--- config.mk ---
export PLATFORM = sky130hd
export DESIGN_NAME = ob_serializer_flat
export DESIGN_NICKNAME = d
export VERILOG_FILES = /design/src/rtl/ob_serializer_if.sv /design/src/rtl/ob_serializer.sv /design/src/flat_wrapper.sv
export SDC_FILE = /design/constraint.sdc
export NUM_CORES = 1
export LEC_CHECK = 0
export ABC_AREA = 0
export CAP_MARGIN = 20
export CORE_ASPECT_RATIO = 0.6
export CORE_UTILIZATION = 30
export DETAILED_ROUTE_END_ITERATION = 6
export SLEW_MARGIN = 20
export SYNTH_ARGS = -nofsm -noshare
export SYNTH_HDL_FRONTEND = slang
export SYNTH_SLANG_ARGS = --single-unit
export TNS_END_PERCENT = 1
--- constraint.sdc ---
create_clock -name clk -period 2.58 [get_ports clk]
set_input_delay 0.774 -clock clk [delete_from_list [all_inputs] [get_ports clk]]
set_output_delay 0.774 -clock clk [all_outputs]
set_load 0.03 [all_outputs]
--- src/rtl/ob_serializer_if.sv ---
// Handshake/bus bundle for ob_serializer: parallel load side and serial output side.
// out_last exists only when OB_LAST_EN is defined.
interface ob_serializer_if #(
    parameter int width  = 8,
    parameter int vector = 4
);
    logic                    clr;
    logic                    load;
    logic [vector*width-1:0] pin;
    logic                    load_ready;
    logic [width-1:0]        out;
    logic                    out_valid;
    logic                    out_ready;
    logic [7:0]              addr;
    logic                    busy;
`ifdef OB_LAST_EN
    logic                    out_last;

    modport slave  (input  clr, load, pin, out_ready,
                    output load_ready, out, out_valid, addr, busy, out_last);
    modport master (output clr, load, pin, out_ready,
                    input  load_ready, out, out_valid, addr, busy, out_last);
`else
    modport slave  (input  clr, load, pin, out_ready,
                    output load_ready, out, out_valid, addr, busy);
    modport master (output clr, load, pin, out_ready,
                    input  load_ready, out, out_valid, addr, busy);
`endif
endinterface

--- src/rtl/ob_serializer.sv ---
// Parallel-in serial-out output buffer with shadow bank; OB_LAST_EN adds out_last.
// Latency: load edge N -> first element valid after edge N+1; back-to-back vectors stream bubble-free.
// Backpressure: out_ready=0 holds out/addr; load_ready=0 while the shadow bank is occupied.
module ob_serializer #(
    parameter int width  = 8,
    parameter int vector = 4
) (
    input  logic            clk,
    input  logic            rst,
    ob_serializer_if.slave  bus
);
    typedef enum logic {IDLE, SHIFT} state_t;

    localparam logic [7:0] LAST_ADDR = 8'(vector - 1);

    state_t                  state, nxt_state;
    logic [vector*width-1:0] shadow, active;
    logic                    shadow_full;
    logic [7:0]              addr_q;
    logic                    hs, last, take, accept;

    assign hs     = (state == SHIFT) && bus.out_ready;
    assign last   = (addr_q == LAST_ADDR);
    // Shadow moves to active either to start from idle or to chain straight after the last element.
    assign take   = shadow_full && ((state == IDLE) || (hs && last));
    assign accept = bus.load && !shadow_full;

    always_ff @(posedge clk or negedge rst) begin
        if (!rst) state <= IDLE;
        else      state <= nxt_state;
    end

    always_comb begin
        nxt_state = state;
        if (bus.clr) begin
            nxt_state = IDLE;
        end else begin
            case (state)
                IDLE:    if (shadow_full)               nxt_state = SHIFT;
                SHIFT:   if (hs && last && !shadow_full) nxt_state = IDLE;
                default: nxt_state = IDLE;
            endcase
        end
    end

    always_ff @(posedge clk or negedge rst) begin
        if (!rst) begin
            shadow      <= '0;
            active      <= '0;
            shadow_full <= 1'b0;
            addr_q      <= 8'd0;
        end else if (bus.clr) begin
            shadow_full <= 1'b0;
            addr_q      <= 8'd0;
        end else begin
            if (take) begin
                active <= shadow;
                addr_q <= 8'd0;
            end else if (hs) begin
                addr_q <= last ? 8'd0 : addr_q + 8'd1;
            end
            if (accept) begin
                shadow      <= bus.pin;
                shadow_full <= 1'b1;
            end else if (take) begin
                shadow_full <= 1'b0;
            end
        end
    end

    always_comb begin
        bus.out_valid  = (state == SHIFT);
        bus.out        = '0;
        if (state == SHIFT) bus.out = active[int'(addr_q)*width +: width];
        bus.addr       = addr_q;
        bus.busy       = (state == SHIFT) || shadow_full;
        bus.load_ready = !shadow_full;
`ifdef OB_LAST_EN
        bus.out_last   = (state == SHIFT) && last;
`endif
    end
endmodule
--- src/flat_wrapper.sv ---
// flat-port wrapper written by rule: the top's interface ports become plain ports
module ob_serializer_flat 
#(
    parameter int width  = 8,
    parameter int vector = 4
)
  (clk, rst, bus_clr, bus_load, bus_pin, bus_out_ready, bus_load_ready, bus_out, bus_out_valid, bus_addr, bus_busy);
  ob_serializer_if #(.width(width), .vector(vector)) bus_i ();
  input  logic clk;
  input  logic rst;
  input wire logic [$bits(bus_i.clr)-1:0] bus_clr;
  input wire logic [$bits(bus_i.load)-1:0] bus_load;
  input wire logic [$bits(bus_i.pin)-1:0] bus_pin;
  input wire logic [$bits(bus_i.out_ready)-1:0] bus_out_ready;
  output wire logic [$bits(bus_i.load_ready)-1:0] bus_load_ready;
  output wire logic [$bits(bus_i.out)-1:0] bus_out;
  output wire logic [$bits(bus_i.out_valid)-1:0] bus_out_valid;
  output wire logic [$bits(bus_i.addr)-1:0] bus_addr;
  output wire logic [$bits(bus_i.busy)-1:0] bus_busy;
  assign bus_i.clr = bus_clr;
  assign bus_i.load = bus_load;
  assign bus_i.pin = bus_pin;
  assign bus_i.out_ready = bus_out_ready;
  assign bus_load_ready = bus_i.load_ready;
  assign bus_out = bus_i.out;
  assign bus_out_valid = bus_i.out_valid;
  assign bus_addr = bus_i.addr;
  assign bus_busy = bus_i.busy;
  ob_serializer #(.width(width), .vector(vector)) u_core (.clk(clk), .rst(rst), .bus(bus_i));
endmodule
## Yosys cells after proc, flatten, opt, wreduce, memory -nomap -nowiden

Index checks and enable logic that the tools add are counted.

| storage, ports and cells | value |
|---|---|
| register bits after elaboration | 74 |
| output and inout bits | 19 |
| logic and storage cells | 34 |

| operators by class | value |
|---|---|
| add/subtract/negate cells | 1 |
| equal/unequal tests | 1 |
| shift-type cells | 1 |
| multiplexer cells | 12 |
| bitwise logic cells | 2 |
| reductions and logical operators | 12 |

Operators with widths:

| kind | number |
|---|---|
| two-way mux 8 bit | 5 |
| indexed part select 32 x 12 -> 8 bit | 1 |
| adder 8 x 1 -> 8 bit (second input constant) | 1 |
| == test 8 x 2 -> 1 bit (second input constant) | 1 |
| two-way mux 1 bit | 6 |
| nonzero test 3 bit | 2 |
| logical AND 1 bit | 5 |
| AND reduction 2 bit | 2 |
| logical OR 1 bit | 2 |
| inverter 1 bit | 2 |
| case mux 1 bit (2 select lines) | 1 |
| zero test 1 bit | 1 |

## Logic depth before layout (Yosys ltp)

Gate-level depths: netlist of run 1.

| depth | value |
|---|---|
| word-level depth | 7 |
| mapped depth | 6 |
| mapped depth without buffers | 4 |

## Worst setup path before layout of run 1

OpenSTA, ideal clock, no wires.

| timing | value |
|---|---|
| kind | reg2out |
| start | reg u_core.addr_q[0], in the netlist u_core.bus.addr[0] |
| end | out bus_out[1] |
| arrival | 1,693 ps |
| path slack | 113 ps |
| cell stages (with the launch flop) | 4 |
| path buffers | 1 |
| cells stage by stage | dfrtp_1 > buf_2 > mux4_2 > and3_1 |

| between the ends | value |
|---|---|
| longest elaborated chain between the ends | 2 |

Ends and longest elaborated chain:

| element | RTL line | text |
|---|---|---|
| start, declared | ob_serializer.sv:19 | `logic [7:0] addr_q;` |
| start signal, assigned | ob_serializer.sv:60 | `addr_q <= last ? 8'd0 : addr_q + 8'd1;` |
| indexed part select 32 x 12 -> 8 bit | ob_serializer.sv:74 | `if (state == SHIFT) bus.out = active[int'(addr_q)*width +: width];` |
| two-way mux 8 bit | ob_serializer.sv:74 |  |
| end, declared | flat_wrapper.sv:16 | `output wire logic [$bits(bus_i.out)-1:0] bus_out;` |

No other way between the ends.

## Worst setup path in the final report of run 1

| timing | value |
|---|---|
| start | reg u_core.addr_q[0], in the netlist u_core.bus.addr[0] |
| end | out bus_out[4] |

The elaborated chain is that of the path after synthesis.

==> results of run 1 <==
-- repair_timing --
action,CTS,global route
setup endpoints to repair,9,10
resized for setup,25,5
pin swaps,0,0
-- layer usage --
layer  global-route usage (%)  up-vias  part of all wire, %
li1                         -     1178                    -
met1                    23.61     1225                   52
met2                    20.05       77                   40
met3                    4.792        8                  6.8
met4                    3.896        0                 0.94
met5                        0        -                    0
-- flip-flops by register name (all words and copies together), names as in the netlist --
| name | cells |
|---|---|
| u_core.active | 32 |
| u_core.shadow | 32 |
| u_core.bus.addr | 8 |
| u_core.bus.out_valid | 1 |
| u_core.shadow_full | 1 |
-- layout by cell type (no fill, tap or decap), types with 3 or more instances in the layout --
master,synthesis,layout
sky130_fd_sc_hd__a21oi_1,6,6
sky130_fd_sc_hd__and3_1,9,9
sky130_fd_sc_hd__buf_12,0,3
sky130_fd_sc_hd__buf_4,0,11
sky130_fd_sc_hd__bufinv_16,0,3
sky130_fd_sc_hd__clkbuf_16,0,9
sky130_fd_sc_hd__clkdlybuf4s15_2,0,7
sky130_fd_sc_hd__clkdlybuf4s50_1,0,45
sky130_fd_sc_hd__dfrtp_1,74,72
sky130_fd_sc_hd__inv_1,4,4
sky130_fd_sc_hd__mux2_2,30,30
sky130_fd_sc_hd__mux4_2,8,8
sky130_fd_sc_hd__nand2_1,69,69
sky130_fd_sc_hd__nand3_1,6,6
sky130_fd_sc_hd__nor2_1,4,4
sky130_fd_sc_hd__o21ai_0,4,4
sky130_fd_sc_hd__o22ai_1,28,28
sky130_fd_sc_hd__o22ai_2,4,4
sky130_fd_sc_hd__or3_1,5,5
-- synth_stat cells, drive strengths merged --
cell | count | area share, %
inv | 4 | 0.44
nor3b | 1 | 0.22
and3 | 9 | 1.7
nor2b | 1 | 0.18
or3b | 1 | 0.26
dfrtp | 74 | 54
clkbuf | 15 | 1.7
mux2 | 32 | 11
a21o | 1 | 0.22
nor4b | 1 | 0.70
nand3 | 6 | 0.88
or2 | 1 | 0.18
or3 | 5 | 0.92
o31a | 1 | 0.51
o21ai | 4 | 0.59
nor3 | 1 | 0.15
xor2 | 1 | 0.26
o22ai | 32 | 6.6
ha | 1 | 0.37
buf | 11 | 2.6
nor2 | 4 | 0.44
a21oi | 6 | 0.88
nand2b | 1 | 0.18
o21a | 1 | 0.22
nand4 | 2 | 0.37
or4b | 1 | 0.29
o311ai | 2 | 0.73
mux4 | 8 | 5.3
o2111ai | 2 | 0.51
nand2 | 69 | 7.6
o21bai | 1 | 0.22
-- per-stage QoR --
| step | area, sq um | utilization, % | setup TNS (ns) |
|---|---|---|---|
| finish | 4491 | 41.53 | -0.0006308 |
| global route | 4491 | 41.53 | -0.4337 |
| CTS | 4489 | 41.52 | -0.1579 |
| detailed placement | 4136 | 38.26 | 0 |
| global placement | 4136 | 38.26 | 0 |
| floorplan | 3410 | - | 0 |
-- kinds of logic (layout without fill, tap and decap cells) --
family                     Yosys count  in the layout  share of synthesized area [%]
DFF                                 74             74                          54.31
adders and majority gates            1              1                         0.3669
xor gates and xnor gates             1              1                         0.2569
AOI/OAI and AO/OA                   50             50                          10.50
and+or+nand+nor                    103            103                          14.02
buffers and inverters               30             90                          4.697
muxes                               40             40                          15.85
-- cell type report --
type	instances	area, sq um	area share [%]
flip-flops and latches	74	1854	41.29
multi-input cells	195	1400	31.18
repair buffers	70	705.7	15.71
clock buffers	9	225.2	5.015
well taps	139	173.9	3.873
clock inverters	7	116.4	2.591
inverters	4	15.01	0.3344
-- final timing paths --
| path | start | endpoint | slack (ns) | depth (start not counted) |
|---|---|---|---|---|
| worst max-delay path | u_core.bus.addr[0] | bus_out[4] | -0.0006 | 4 |
| max in group asynchronous | rst | u_core.bus.addr[1] | 1.77 | 2 |
| worst min register to register | u_core.shadow[6] | u_core.shadow[6] | 0.50 | 1 |
| worst max register to register | u_core.bus.addr[0] | u_core.bus.out_valid | 0.24 | 6 |
| worst min-delay path | rst | u_core.active[28] | 0.47 | 2 |
| min in group clk | u_core.shadow[6] | u_core.shadow[6] | 0.50 | 1 |
-- worst max-delay path: stages, from the launching register on --
cell	delay (ns)
sky130_fd_sc_hd__dfrtp_1	0.37
sky130_fd_sc_hd__buf_6	0.15
sky130_fd_sc_hd__mux4_2	0.50
sky130_fd_sc_hd__and3_1	0.19
sky130_fd_sc_hd__clkdlybuf4s15_2	0.27
-- where the power goes --
group / total, W / internal (W) / switching [W]
sequential: 0.00161 / 0.00143 / 0.000183
combinational: 0.000619 / 0.000345 / 0.000274
clock: 0.00143 / 0.000944 / 0.000481
total: 0.00366 / 0.00272 / 0.000939
==> metrics.csv, run 1 <==
metric,value,unit
run_status,"finished, violations left",
violations_in_the_final_reports,negative setup slack,
grt_max_degree,75,
path_max_fanout,6,
synthCells,299,
critical_path.endpoint_type,output port,
period_needed,2.581,ns
finalNonFillerCells,498,
timing.final.ws_setup,-0.0006308,ns
post_drt_via_cell_ratio,4.996,
worst_skew_pair.late_latency,0.33,ns
seq_cells_post_synth,74,
yosysWarningCount,0,
final_layout_size_suffix_gt1_share,25.07,%
grt_pass1_wl,13640,um
avgSynthCellArea,11.40,sq um
postCtsSetupRepairBufs,0,
detail_route.drc_violations,0,
initial_utilization,31.53,%
overflow,0,
core_region_area,10810,sq um
num_io_pins,56,
drt_first_pass_iters,4,
worstPathArrival,1.81,ns
h_tree_depth_reported_by_cts,3,
worst_hold_path_type,in -> async,
vdd_drop_max,359.5,uV
cts_tree,yes,
synthesis.area,3410,sq um
cp.required,1.81,ns
seq_total_area_yosys,54.31,%
detailroute.via_count,2488,
drv.max_cap_violation_count,0,
global_placement_routability_congestion,0.8214,
power_per_cell_area,814.2,nW/um^2
synthesis.nets,337,
setup_viol,1,
fillerInstances,1034,
slew_viol_final,0,
transition_time_at_the_pin_with_the_least_slew_margin,0.4939,ns
chipHeight,84.58,um
fin_worst_skew,0.003654,ns
wirelength,8397,um
rows,29,
critPathLaunchType,flop,
cts.reportedPaths.clkPinSlew,0.06,ns
die-width,139.6,um
cts_num_sinks,74,
dp.final_hpwl,5599,um
timing.setup.critical_path_class,reg -> out,
max_freq,0.3875,GHz
number_of_antenna_violations_at_the_first_check_in_global_routing,0,
port-buffer-count,55,
antennaDiodeCount,0,
rsz0062_at_grt,true,
detailedRoute.firstIterationViolations,149,
placed_cells,482,
cts_buffers,9,
relSlewSlack,67.02,%
final.hold.worst_slack,0.4675,ns
drt-wirelength-per-cell,16.86,um
placement.setup.worst_slack,0.0003374,ns
synthDistinctLibCells,36,
layout.nets,392,
cts_hold_buffers,0,
power.leakage,1.873,nW
report.power.total,0.003656,W
die_area,11810,sq um
grt.total_usage,15.26,%
cell_at_the_root_of_the_clock_tree,sky130_fd_sc_hd__clkbuf_16,
timing.final.hold_violations,0,
area_growth_syn_to_layout,31.71,%
layout_worst_path_cycle_share,100.0,%
clock_tree.buffer_depth,2,
detail-route-antenna-nets,0,
grt_pass1_vias,2422,
Note: power is estimated with default switching activity, not from simulation.
==> run 2, diff against run 1 <==
--- a/config.mk
+++ b/config.mk
@@ -10,6 +10,7 @@
 export CORE_ASPECT_RATIO = 0.6
 export CORE_UTILIZATION = 30
 export DETAILED_ROUTE_END_ITERATION = 6
+export SETUP_SLACK_MARGIN = 0.1
 export SLEW_MARGIN = 20
 export SYNTH_ARGS = -nofsm -noshare
 export SYNTH_HDL_FRONTEND = slang
==> run 2 against run 1 <==
  * The run now ends clean
  * Combinational power grew 2%
  * Die area is the same
  * First-iteration DRC count shrank 1.3%
  * Clock power is essentially flat
  * Clock skew grew 0.00062 ns
  * Sequential cell count is the same
  * Setup slack gained 0.097 ns
  * Worst hold slack lost 0.0031 ns
  * Sequential power is essentially flat
  * Critical path type unchanged
  * Largest cell class unchanged
==> metrics.csv, run 2 (same netlist as run 1, synthesis figures left out) <==
metric,value,unit
global_placement_routability_congestion,0.8214,
fin_util,41.67,%
layout.nets,392,
fin_worst_skew,0.004272,ns
max_freq,0.4027,GHz
cts_buffers,9,
clock_tree.buffer_depth,2,
timing.setup.critical_path_class,reg -> out,
rows,29,
drt-wirelength-per-cell,16.83,um
critical_path.endpoint_type,output port,
cts.reportedPaths.clkPinSlew,0.06,ns
finalNonFillerCells,498,
placed_cells,482,
timing.critical_path.slowest_cell_delay,0.48,ns
num_io_pins,56,
transition_time_at_the_pin_with_the_least_slew_margin,0.5002,ns
chipHeight,84.58,um
drv.max_cap_violation_count,0,
port-buffer-count,55,
drt_first_pass_iters,4,
wirelength,8380,um
core_region_area,10810,sq um
layout_worst_path_cycle_share,96.25,%
timing.critical_path.cells,buf_4 -> mux4_2 -> and3_1 -> clkbuf_4,
cp.required,1.81,ns
area_growth_syn_to_layout,32.15,%
grt.total_usage,15.26,%
die_area,11810,sq um
path_max_fanout,3,
postCtsSetupRepairBufs,0,
setup_viol,0,
relSlewSlack,66.60,%
run_status,finished clean,
post_drt_via_cell_ratio,5.000,
layout_common_cells,"sky130_fd_sc_hd__dfrtp_1, sky130_fd_sc_hd__nand2_1, sky130_fd_sc_hd__clkdlybuf4s50_1, sky130_fd_sc_hd__mux2_2, sky130_fd_sc_hd__o22ai_1",
number_of_antenna_violations_at_the_first_check_in_global_routing,0,
cts_num_sinks,74,
fillerInstances,1031,
power_per_cell_area,813.7,nW/um^2
rsz0062_at_grt,true,
final_common_cell,sky130_fd_sc_hd__dfrtp_1,
detail-route-antenna-nets,0,
cp_bufs_invs,2,
timing.final.hold_violations,0,
dp.final_hpwl,5599,um
critPathLaunchType,flop,
setup-tns-final,0,ns
detailedRoute.firstIterationViolations,147,
cts_hold_buffers,0,
power.leakage,1.879,nW
final.hold.worst_slack,0.4644,ns
vdd_drop_max,361.1,uV
worst_path_dominant_cell_family,multiplexers,
antennaDiodeCount,0,
detailroute.via_count,2490,
worstPathArrival,1.71,ns
cell_at_the_root_of_the_clock_tree,sky130_fd_sc_hd__clkbuf_16,
detail_route.drc_violations,0,
regToRegStartpoint,u_core.bus.addr[0],
grt_pass1_vias,2412,
worst_skew_pair.late_latency,0.33,ns
slew_viol_final,0,
crit_slowest_cell,sky130_fd_sc_hd__mux4_2,
cts_tree,yes,
critPathLaunch,u_core.bus.addr[0],
grt_pass1_wl,13640,um
worst_hold_path_type,in -> async,
post_route_cell_area,4506,sq um
final_layout_size_suffix_gt1_share,26.46,%
h_tree_depth_reported_by_cts,3,
grt_max_degree,75,
overflow,0,
initial_utilization,31.53,%
period_needed,2.483,ns
die-width,139.6,um
post_dp_cell_area,4136,sq um
==> run 2: cell types whose count changed in the layout (fill, tap and decap cells not counted), sizes merged <==
cell           before  now
buf                17   23
clkbuf              9   10
clkdlybuf4s15       7    0
==> run 2: metrics by stage <==
stage,total power (W),setup slack (ns)
final,0.003666,0.09672
after global routing,0.003844,0.02905
after CTS,0.003682,0.01234
after detailed placement,0.002246,0.0003374
after global placement,0.002226,0.03518
after floorplan,0.001983,0.1127
==> run 2: metal layers <==
| layer | routed length, um | share of wire (%) | global-route usage (%) | vias up |
|---|---|---|---|---|
| li1 | - | - | - | 1185 |
| met1 | 4355 | 52 | 23.65 | 1225 |
| met4 | 74 | 0.88 | 3.896 | 0 |
| met5 | 0 | 0 | 0 | - |
| met2 | 3413 | 41 | 20.01 | 71 |
| met3 | 538 | 6.4 | 4.792 | 9 |
==> run 2: cell type report <==
type / count / area, sq um / share of cell area (%)
sequential: 74 / 1854 / 41.16
multi-input combinational: 195 / 1425 / 31.63
timing repair buffer: 70 / 695.7 / 15.44
clock inverter: 7 / 116.4 / 2.583
inverter: 4 / 15.01 / 0.3332
clock buffer: 9 / 225.2 / 4.999
tap: 139 / 173.9 / 3.860
==> run 2: final timing paths <==
check | slack (ns) | cells after the start | endpoint
hold / removal | 0.46 | 2 | u_core.active[28]
hold reg to reg | 0.50 | 1 | u_core.shadow[6]
setup / recovery | 0.1 | 4 | bus_out[7]
min in group clk | 0.50 | 1 | u_core.shadow[6]
setup reg to reg | 0.24 | 6 | u_core.bus.out_valid
max in group asynchronous | 1.77 | 2 | u_core.bus.addr[1]
==> run 2: power breakdown <==
group	leakage (nW)	internal (W)	switching, W
registers	0.913	0.00143	0.000181
clock network	0.166	0.000944	0.000482
logic	0.800	0.000354	0.000277
total	1.88	0.00273	0.000940
==> run 2: timing repair <==
action,in CTS,in global routing
resized for setup,39,26
setup endpoints to repair,11,44
pin swaps,0,5
